<file path="src/rtl/glb_psum_writeback.sv">
// GLB psum write-back initiator: streams PE-array psums into the psum bank, read-modify-write
// (accumulate) or plain write per job. Define GLB_PSUM_SAT_EN for a signed saturating accumulate.
module glb_psum_writeback #(
  parameter int DATA_BITWIDTH = 32,
  parameter int BANK_NUM      = 3,
  parameter int BANK_DEPTH    = 8192,
  parameter int PSUM_BANK     = 1,
  parameter int RD_LATENCY    = 2,
  localparam int BSEL_W = (BANK_NUM > 1) ? $clog2(BANK_NUM) : 1,
  localparam int AW     = (BANK_DEPTH > 1) ? $clog2(BANK_DEPTH) : 1
) (
  input  logic                     i_clk,
  input  logic                     i_rst_n,
  input  logic                     i_start,
  input  logic [AW-1:0]            i_base_addr,
  input  logic [AW:0]              i_count,
  input  logic                     i_accumulate,
  input  logic                     i_psum_valid,
  output logic                     o_psum_ready,
  input  logic [DATA_BITWIDTH-1:0] i_psum_data,
  output logic [BSEL_W-1:0]        o_glb_bank_sel,
  output logic                     o_glb_re,
  output logic [AW-1:0]            o_glb_ra,
  input  logic [DATA_BITWIDTH-1:0] i_glb_rd,
  output logic                     o_glb_we,
  output logic [AW-1:0]            o_glb_wa,
  output logic [DATA_BITWIDTH-1:0] o_glb_wd,
  output logic                     o_busy,
  output logic                     o_done
);

  localparam int DW = DATA_BITWIDTH;
  localparam int PL = RD_LATENCY;

  localparam logic [1:0] S_IDLE  = 2'd0;
  localparam logic [1:0] S_RUN   = 2'd1;
  localparam logic [1:0] S_DRAIN = 2'd2;
  localparam logic [1:0] S_DONE  = 2'd3;

  logic [1:0]          state;
  logic [AW-1:0]       cur_addr;
  logic [AW:0]         count_q;
  logic [AW:0]         accepted;
  logic                acc_mode;
  logic                accept;
  logic [PL:0]         pipe_v;
  logic [PL:0][AW-1:0] pipe_a;
  logic [PL:0][DW-1:0] pipe_d;
  logic [DW-1:0]       add_res;

  assign o_glb_bank_sel = BSEL_W'(PSUM_BANK);
  assign o_psum_ready   = (state == S_RUN) && (accepted < count_q);
  assign accept         = i_psum_valid && o_psum_ready;
  assign o_busy         = (state == S_RUN) || (state == S_DRAIN);
  assign o_done         = (state == S_DONE);

`ifdef GLB_PSUM_SAT_EN
  logic [DW:0] sum_ext;

  always_comb begin
    sum_ext = {pipe_d[PL][DW-1], pipe_d[PL]} + {i_glb_rd[DW-1], i_glb_rd};
    add_res = sum_ext[DW-1:0];
    // sign bits disagree only on overflow; the extended sign picks the clamp direction
    if (sum_ext[DW] != sum_ext[DW-1])
      add_res = sum_ext[DW] ? {1'b1, {(DW-1){1'b0}}} : {1'b0, {(DW-1){1'b1}}};
  end
`else
  always_comb begin
    add_res = pipe_d[PL] + i_glb_rd;
  end
`endif

  always_ff @(posedge i_clk or negedge i_rst_n) begin
    if (!i_rst_n) begin
      state    <= S_IDLE;
      cur_addr <= '0;
      count_q  <= '0;
      accepted <= '0;
      acc_mode <= 1'b0;
    end else begin
      case (state)
        S_IDLE: if (i_start) begin
          cur_addr <= i_base_addr;
          count_q  <= i_count;
          accepted <= '0;
          acc_mode <= i_accumulate;
          state    <= (i_count == '0) ? S_DONE : S_RUN;
        end
        S_RUN: if (accept) begin
          accepted <= accepted + 1'b1;
          cur_addr <= (cur_addr == AW'(BANK_DEPTH - 1)) ? '0 : cur_addr + 1'b1;
          if (accepted + 1'b1 == count_q) state <= S_DRAIN;
        end
        S_DRAIN: if (pipe_v == '0) state <= S_DONE;
        default: state <= S_IDLE;
      endcase
    end
  end

  // Stage PL lines up with the GLB read data; the GLB never stalls, so a plain shift suffices.
  always_ff @(posedge i_clk or negedge i_rst_n) begin
    if (!i_rst_n) begin
      pipe_v   <= '0;
      pipe_a   <= '0;
      pipe_d   <= '0;
      o_glb_re <= 1'b0;
      o_glb_ra <= '0;
      o_glb_we <= 1'b0;
      o_glb_wa <= '0;
      o_glb_wd <= '0;
    end else begin
      pipe_v   <= {pipe_v[PL-1:0], accept};
      pipe_a   <= {pipe_a[PL-1:0], cur_addr};
      pipe_d   <= {pipe_d[PL-1:0], i_psum_data};
      o_glb_re <= accept && acc_mode;
      if (accept) o_glb_ra <= cur_addr;
      o_glb_we <= pipe_v[PL];
      if (pipe_v[PL]) begin
        o_glb_wa <= pipe_a[PL];
        o_glb_wd <= acc_mode ? add_res : pipe_d[PL];
      end
    end
  end

endmodule

</file>
<file path="config.mk">
export PLATFORM = sky130hd
export DESIGN_NAME = glb_psum_writeback
export DESIGN_NICKNAME = d
export VERILOG_FILES = /design/src/rtl/glb_psum_writeback.sv
export SDC_FILE = /design/constraint.sdc
export NUM_CORES = 1
export LEC_CHECK = 0
export CAP_MARGIN = 20
export CORE_ASPECT_RATIO = 1.1
export CORE_MARGIN = 5
export CORE_UTILIZATION = 54
export DETAILED_ROUTE_END_ITERATION = 8
export GPL_ROUTABILITY_DRIVEN = 0
export PLACE_DENSITY_LB_ADDON = 0.12
export RECOVER_POWER = 25
export SLEW_MARGIN = 20
export SYNTH_ARGS = -nofsm -noshare
export SYNTH_HDL_FRONTEND = slang
export SYNTH_SLANG_ARGS = --single-unit
</file>
<file path="constraint.sdc">
create_clock -name i_clk -period 4 [get_ports i_clk]
set_input_delay 0.8 -clock i_clk [delete_from_list [all_inputs] [get_ports i_clk]]
set_output_delay 0.8 -clock i_clk [all_outputs]
set_load 0.02 [all_outputs]
</file>
### Yosys cells after proc, flatten, opt, wreduce, memory -nomap -nowiden

Index checks and enable logic that the tools add are counted.

* logic and storage cells: 55
* output and inout port bits: 65
* register bits: 242
* input port bits: 96

* equality and inequality tests: 9
* multiplexer cells: 14
* $add $sub $neg: 3
* reduce and logical (&&, ||, !) cells: 11
* magnitude comparators: 1

Operators by type and width (number)
* $mux 13: 3
* $add 32x32->32: 1
* $mux 32: 1
* $mux 14: 2
* $pmux 14 s2: 1
* $pmux 13 s2: 1
* $add 14x1->14 const B: 1
* $eq 14x14->1: 1
* $logic_not 14->1: 1
* $lt 14x14->1: 1
* $add 13x1->13 const B: 1
* $eq 13x13->1 const B: 1
* $mux 2: 5
* $pmux 2 s3: 1
* $eq 2x2->1 const B: 2
* $ne 2x1->1 const B: 2
* $ne 2x2->1 const B: 2
* $reduce_and 4->1: 1
* $logic_and 1x1->1: 3
* $logic_not 3->1: 1
* $reduce_and 3->1: 1
* $eq 2x1->1 const B: 1
* $logic_not 2->1: 1
* $reduce_and 2->1: 1
* other kinds (2): 2

### Longest topological paths before layout

* depth after elaboration: 5
* mapped depth: 12

### Least setup slack after synthesis

No wires, ideal clock.

* path type: input-to-reg
* start point: input port i_glb_rd[0]
* end point: register o_glb_wd[30]
* library setup time: 87 ps
* data arrival time: 3200 ps
* slack: 714 ps
* stages on the path: 11
* buffers on the path: 0
* path through: ha_1 fa_1 a21oi_1 nor3b_1 o31ai_1 o211ai_1 a221o_1 a211o_1 a311oi_1 nand4_1 o211ai_1

* longest elaborated chain between the ends: 2

Ends and longest elaborated chain
* start: declaration: line 24 `input logic [DATA_BITWIDTH-1:0] i_glb_rd,`
* $add 32x32->32: line 69 `add_res = pipe_d[PL] + i_glb_rd;`
* $mux 32: line 120 `o_glb_wd <= acc_mode ? add_res : pipe_d[PL];`
* end signal: assignment: line 120
* end: declaration: line 27 `output logic [DATA_BITWIDTH-1:0] o_glb_wd,`

Every way passes these cells.
A chain may end at the register's enable or synchronous reset.

### Worst setup path after layout

* start point: register accepted[1]
* end point: output port o_psum_ready

* longest elaborated chain between the ends: 2

Ends and longest elaborated chain
* start: declaration: line 43 `logic [AW:0] accepted;`
* start signal: assignment: line 90 `accepted <= accepted + 1'b1;`
* $lt 14x14->1: line 52 `assign o_psum_ready = (state == S_RUN) && (accepted < count_q);`
* $logic_and 1x1->1: line 52
* end: declaration: line 19 `output logic o_psum_ready,`

Every way passes these cells.

==> results.yml <==
power:
  power_density_nw_per_um2: 387
  total_power_mw: 5.17
  p_comb_share_pct: 8.0
  p_sw_mw: 1.16
  intPower_mw: 4.01
  power.share.sequential_pct: 48.7
  pwr-share-clk_pct: 43.3
  swShare_pct: 22.4
  peakVddDrop_mv: 0.356
  p_leak_nw: 5.95
detailed_routing:
  route.top_layer_used: "met5"
  firstDrtPassIters: 7
  route.final.wire_length_um: 22700
  avgViaCountPerCell: 5.47
  wl_met2_um: 11200
  wl_met3_um: 1270
  drc: 0
  postRouteAntennaNets: 0
  met1Wirelength_um: 9690
  drt_iter0_drc: 350
  vias: 7328
  routedWlPerCell_um: 16.9
yosys:
  syn_inst: 910
  yosysUniqueCellTypes: 71
  seq_area_frac_synth_pct: 56.5
  synth_edf_count: 0
  syn_avg_cell_area_um2: 11.8
  syn-num-nets: 1058
  synth-async-reset-ratio_pct: 100
  netlist_area_um2: 10700
  synth_ff_type: "dfrtp_1"
  synth-seq-cells: 242
  yosys_warnings: 0
job:
  maxCapViolCount: 0
sta:
  worst_slack_ns: 0.470
  slew_violations: 0
  setup_viol: 0
  tightestPinTransition_ns: 0.953
  period_needed_ns: 3.53
  hold_viol: 0
  hold_ws_ns: 0.306
  fin_tns_setup_ns: 0
  rsz0062_at_grt: "false"
  slew_headroom_pct: 36.4
  fin_crit_sh_pct: 88.2
  clock_skew_ns: 0.0165
  fmax_ghz: 0.283
die:
  initial_utilization_pct: 54.5
  pin_count: 161
  core_um2: 19700
  die_area_um2: 22800
  die_w_um: 144
  die_h_um: 158
  rows: 54
placed_design:
  pre_cts_slack_ns: -0.0361
  portBuffers: 158
  placedCellCount: 1294
  hpwl_um: 15900
global_routing:
  grt_use_total_pct: 20.1
  overflow: 0
  grt_pass1_wl_um: 37300
  grt_max_degree: 98
  grt_pass1_vias: 7414
  antenna_found_initial: 1
hold_path:
  hold_class: "primary input to asynchronous set/reset pin"
clock_tree:
  worstSkewPairLatency_ns: 0.52
  cts_buffers: 25
  cts_tree: "done"
  postCtsSetupBuffers: 0
  path_clk_slew_ns: 0.06
  root_buffer: "clkbuf_16"
  cts.sinks: 242
  htreeDepth: 1
  cts.path.max_buffers: 3
worst_setup_path:
  crit-reg2reg-launch: "accepted[1]$_DFFE_PN0P_"
  startpoint: "accepted[1]$_DFFE_PN0P_"
  endpoint_kind: "primary output"
  worst_setup_path_start_kind: "flip-flop"
  crit_arrival_ns: 2.73
  cp_data_required_time_ns: 3.20
  criticalPathCategory: "flip-flop to primary output"
  crit_path_max_fanout: 6
status:
  outcome: "finished clean"
final_layout:
  final_cells: 1339
  area.growth.synth_to_final_pct: 24.7
  diodes: 0
  fin_nets: 1217
  drive_gt1_share_pct: 11.5
==> cell families after synthesis <==
family          after synthesis  synth area share, %
buf+inv                      68                 2.72
compound gates              200                 11.7
simple gates                224                 11.5
xor+xnor                     47                 3.84
flops                       242                 56.5
mux                          75                 7.58
other cells                   2               0.0701
fa+ha+maj                    52                 6.14
==> registers in the layout, summed over array words and instances (netlist names) <==
| name | cells |
|---|---|
| acc_mode | 1 |
| accepted | 14 |
| count_q | 14 |
| cur_addr | 13 |
| o_glb_ra | 13 |
| o_glb_re | 1 |
| o_glb_wa | 13 |
| o_glb_wd | 32 |
| o_glb_we | 1 |
| pipe_a | 39 |
| pipe_d | 96 |
| pipe_v | 3 |
| state | 2 |
==> stage by stage <==
stage	util, %	cell area, um^2
global placement	63.9	12600
finish	68.0	13400
floorplan	-	10700
detailed placement	63.9	12600
CTS	68.0	13400
global route	68.0	13400
==> what timing repair did <==
action	CTS	global route
endpoints found under the hold margin	0	0
hold buffers	0	0
setup endpoints to repair	1	1
gates resized for setup	1	1
==> worst paths after layout <==
check	to	slack, ns	cells past startpoint
worst min-delay path	pipe_d[70]$_DFF_PN0_	0.31	1
worst min register to register	pipe_d[32]$_DFF_PN0_	0.35	0
worst max register to register	state[1]$_DFFE_PN0P_	0.71	10
worst max-delay path	o_psum_ready	0.47	9
max in group asynchronous	pipe_v[2]$_DFF_PN0_	2.71	2
min in group i_clk	pipe_d[32]$_DFF_PN0_	0.35	0
==> synth_stat cells, types with 3 or more instances <==
| master | n | area [um^2] |
|---|---|---|
| a311oi_1 | 5 | 43.8 |
| ha_1 | 51 | 638 |
| dfrtp_1 | 242 | 6060 |
| o211ai_1 | 9 | 67.6 |
| o21bai_1 | 3 | 22.5 |
| or3_2 | 3 | 22.5 |
| nor2b_1 | 12 | 75.1 |
| o21a_1 | 11 | 82.6 |
| o31ai_1 | 3 | 22.5 |
| and3_1 | 16 | 100 |
| nand2_1 | 45 | 169 |
| nor2_1 | 47 | 176 |
| mux2_2 | 45 | 507 |
| inv_1 | 26 | 97.6 |
| or3_1 | 4 | 25.0 |
| a21oi_1 | 74 | 370 |
| nor4_1 | 8 | 50.1 |
| xnor2_1 | 32 | 280 |
| o21ai_0 | 34 | 170 |
| nor3b_1 | 8 | 60.1 |
| a31oi_1 | 12 | 75.1 |
| nand3_1 | 27 | 135 |
| nand2b_1 | 3 | 18.8 |
| a211o_1 | 3 | 26.3 |
| nand4b_1 | 5 | 43.8 |
| mux2i_1 | 29 | 290 |
| and2_1 | 4 | 25.0 |
| nand4_1 | 8 | 50.1 |
| clkbuf_1 | 30 | 113 |
| a21o_1 | 22 | 165 |
| xor2_1 | 15 | 131 |
| a211oi_1 | 4 | 30.0 |
| nor3_1 | 14 | 70.1 |
| buf_1 | 4 | 15.0 |
==> placed cells by master (no fill, tap or decap), types with 15 or more instances in the layout <==
cell and n:
a21o_1 22, a21oi_1 74, and3_1 16, buf_4 15
clkbuf_16 25, clkdlybuf4s50_1 125, dfrtp_1 240, dlygate4sd3_1 31
ha_1 51, inv_1 26, mux2_2 45, mux2i_1 29
nand2_1 45, nand3_1 27, nor2_1 47, o21ai_0 33
xnor2_1 32, xor2_1 15
==> metal layers <==
layer / up-vias / GRT usage (%)
met5: - / 0
met4: 2 / 5.20
li1: 3561 / -
met3: 34 / 3.35
met2: 166 / 33.8
met1: 3565 / 27.5
==> power by group through the flow <==
stage / Combinational [mW] / Sequential [mW] / Clock, mW
after CTS: 0.424 / 2.52 / 2.30
final: 0.415 / 2.52 / 2.24
after global placement: 0.420 / 2.56 / 0
after detailed placement: 0.422 / 2.56 / 0
after floorplan: 0.220 / 2.55 / 0
after global routing: 0.461 / 2.52 / 2.41
==> cell type report <==
type	count	area, um^2
well taps	252	315
fillers	1504	6290
clock buffers	34	709
multi-input cells	600	4370
repair buffers	174	1720
inverters	26	97.6
flip-flops and latches	242	6060
clock inverters	11	96.3
==> critical path, stage by stage, from the launching register on <==
cell and delay [ns]:
dfrtp_1 0.47, ha_1 0.30, nor2b_1 0.13, o21a_1 0.16
o21a_1 0.16, o21a_1 0.16, o21ai_1 0.24, a21o_1 0.24
and2_1 0.14, dlymetal6s2s_1 0.22
(Power assumes the default switching activity.)
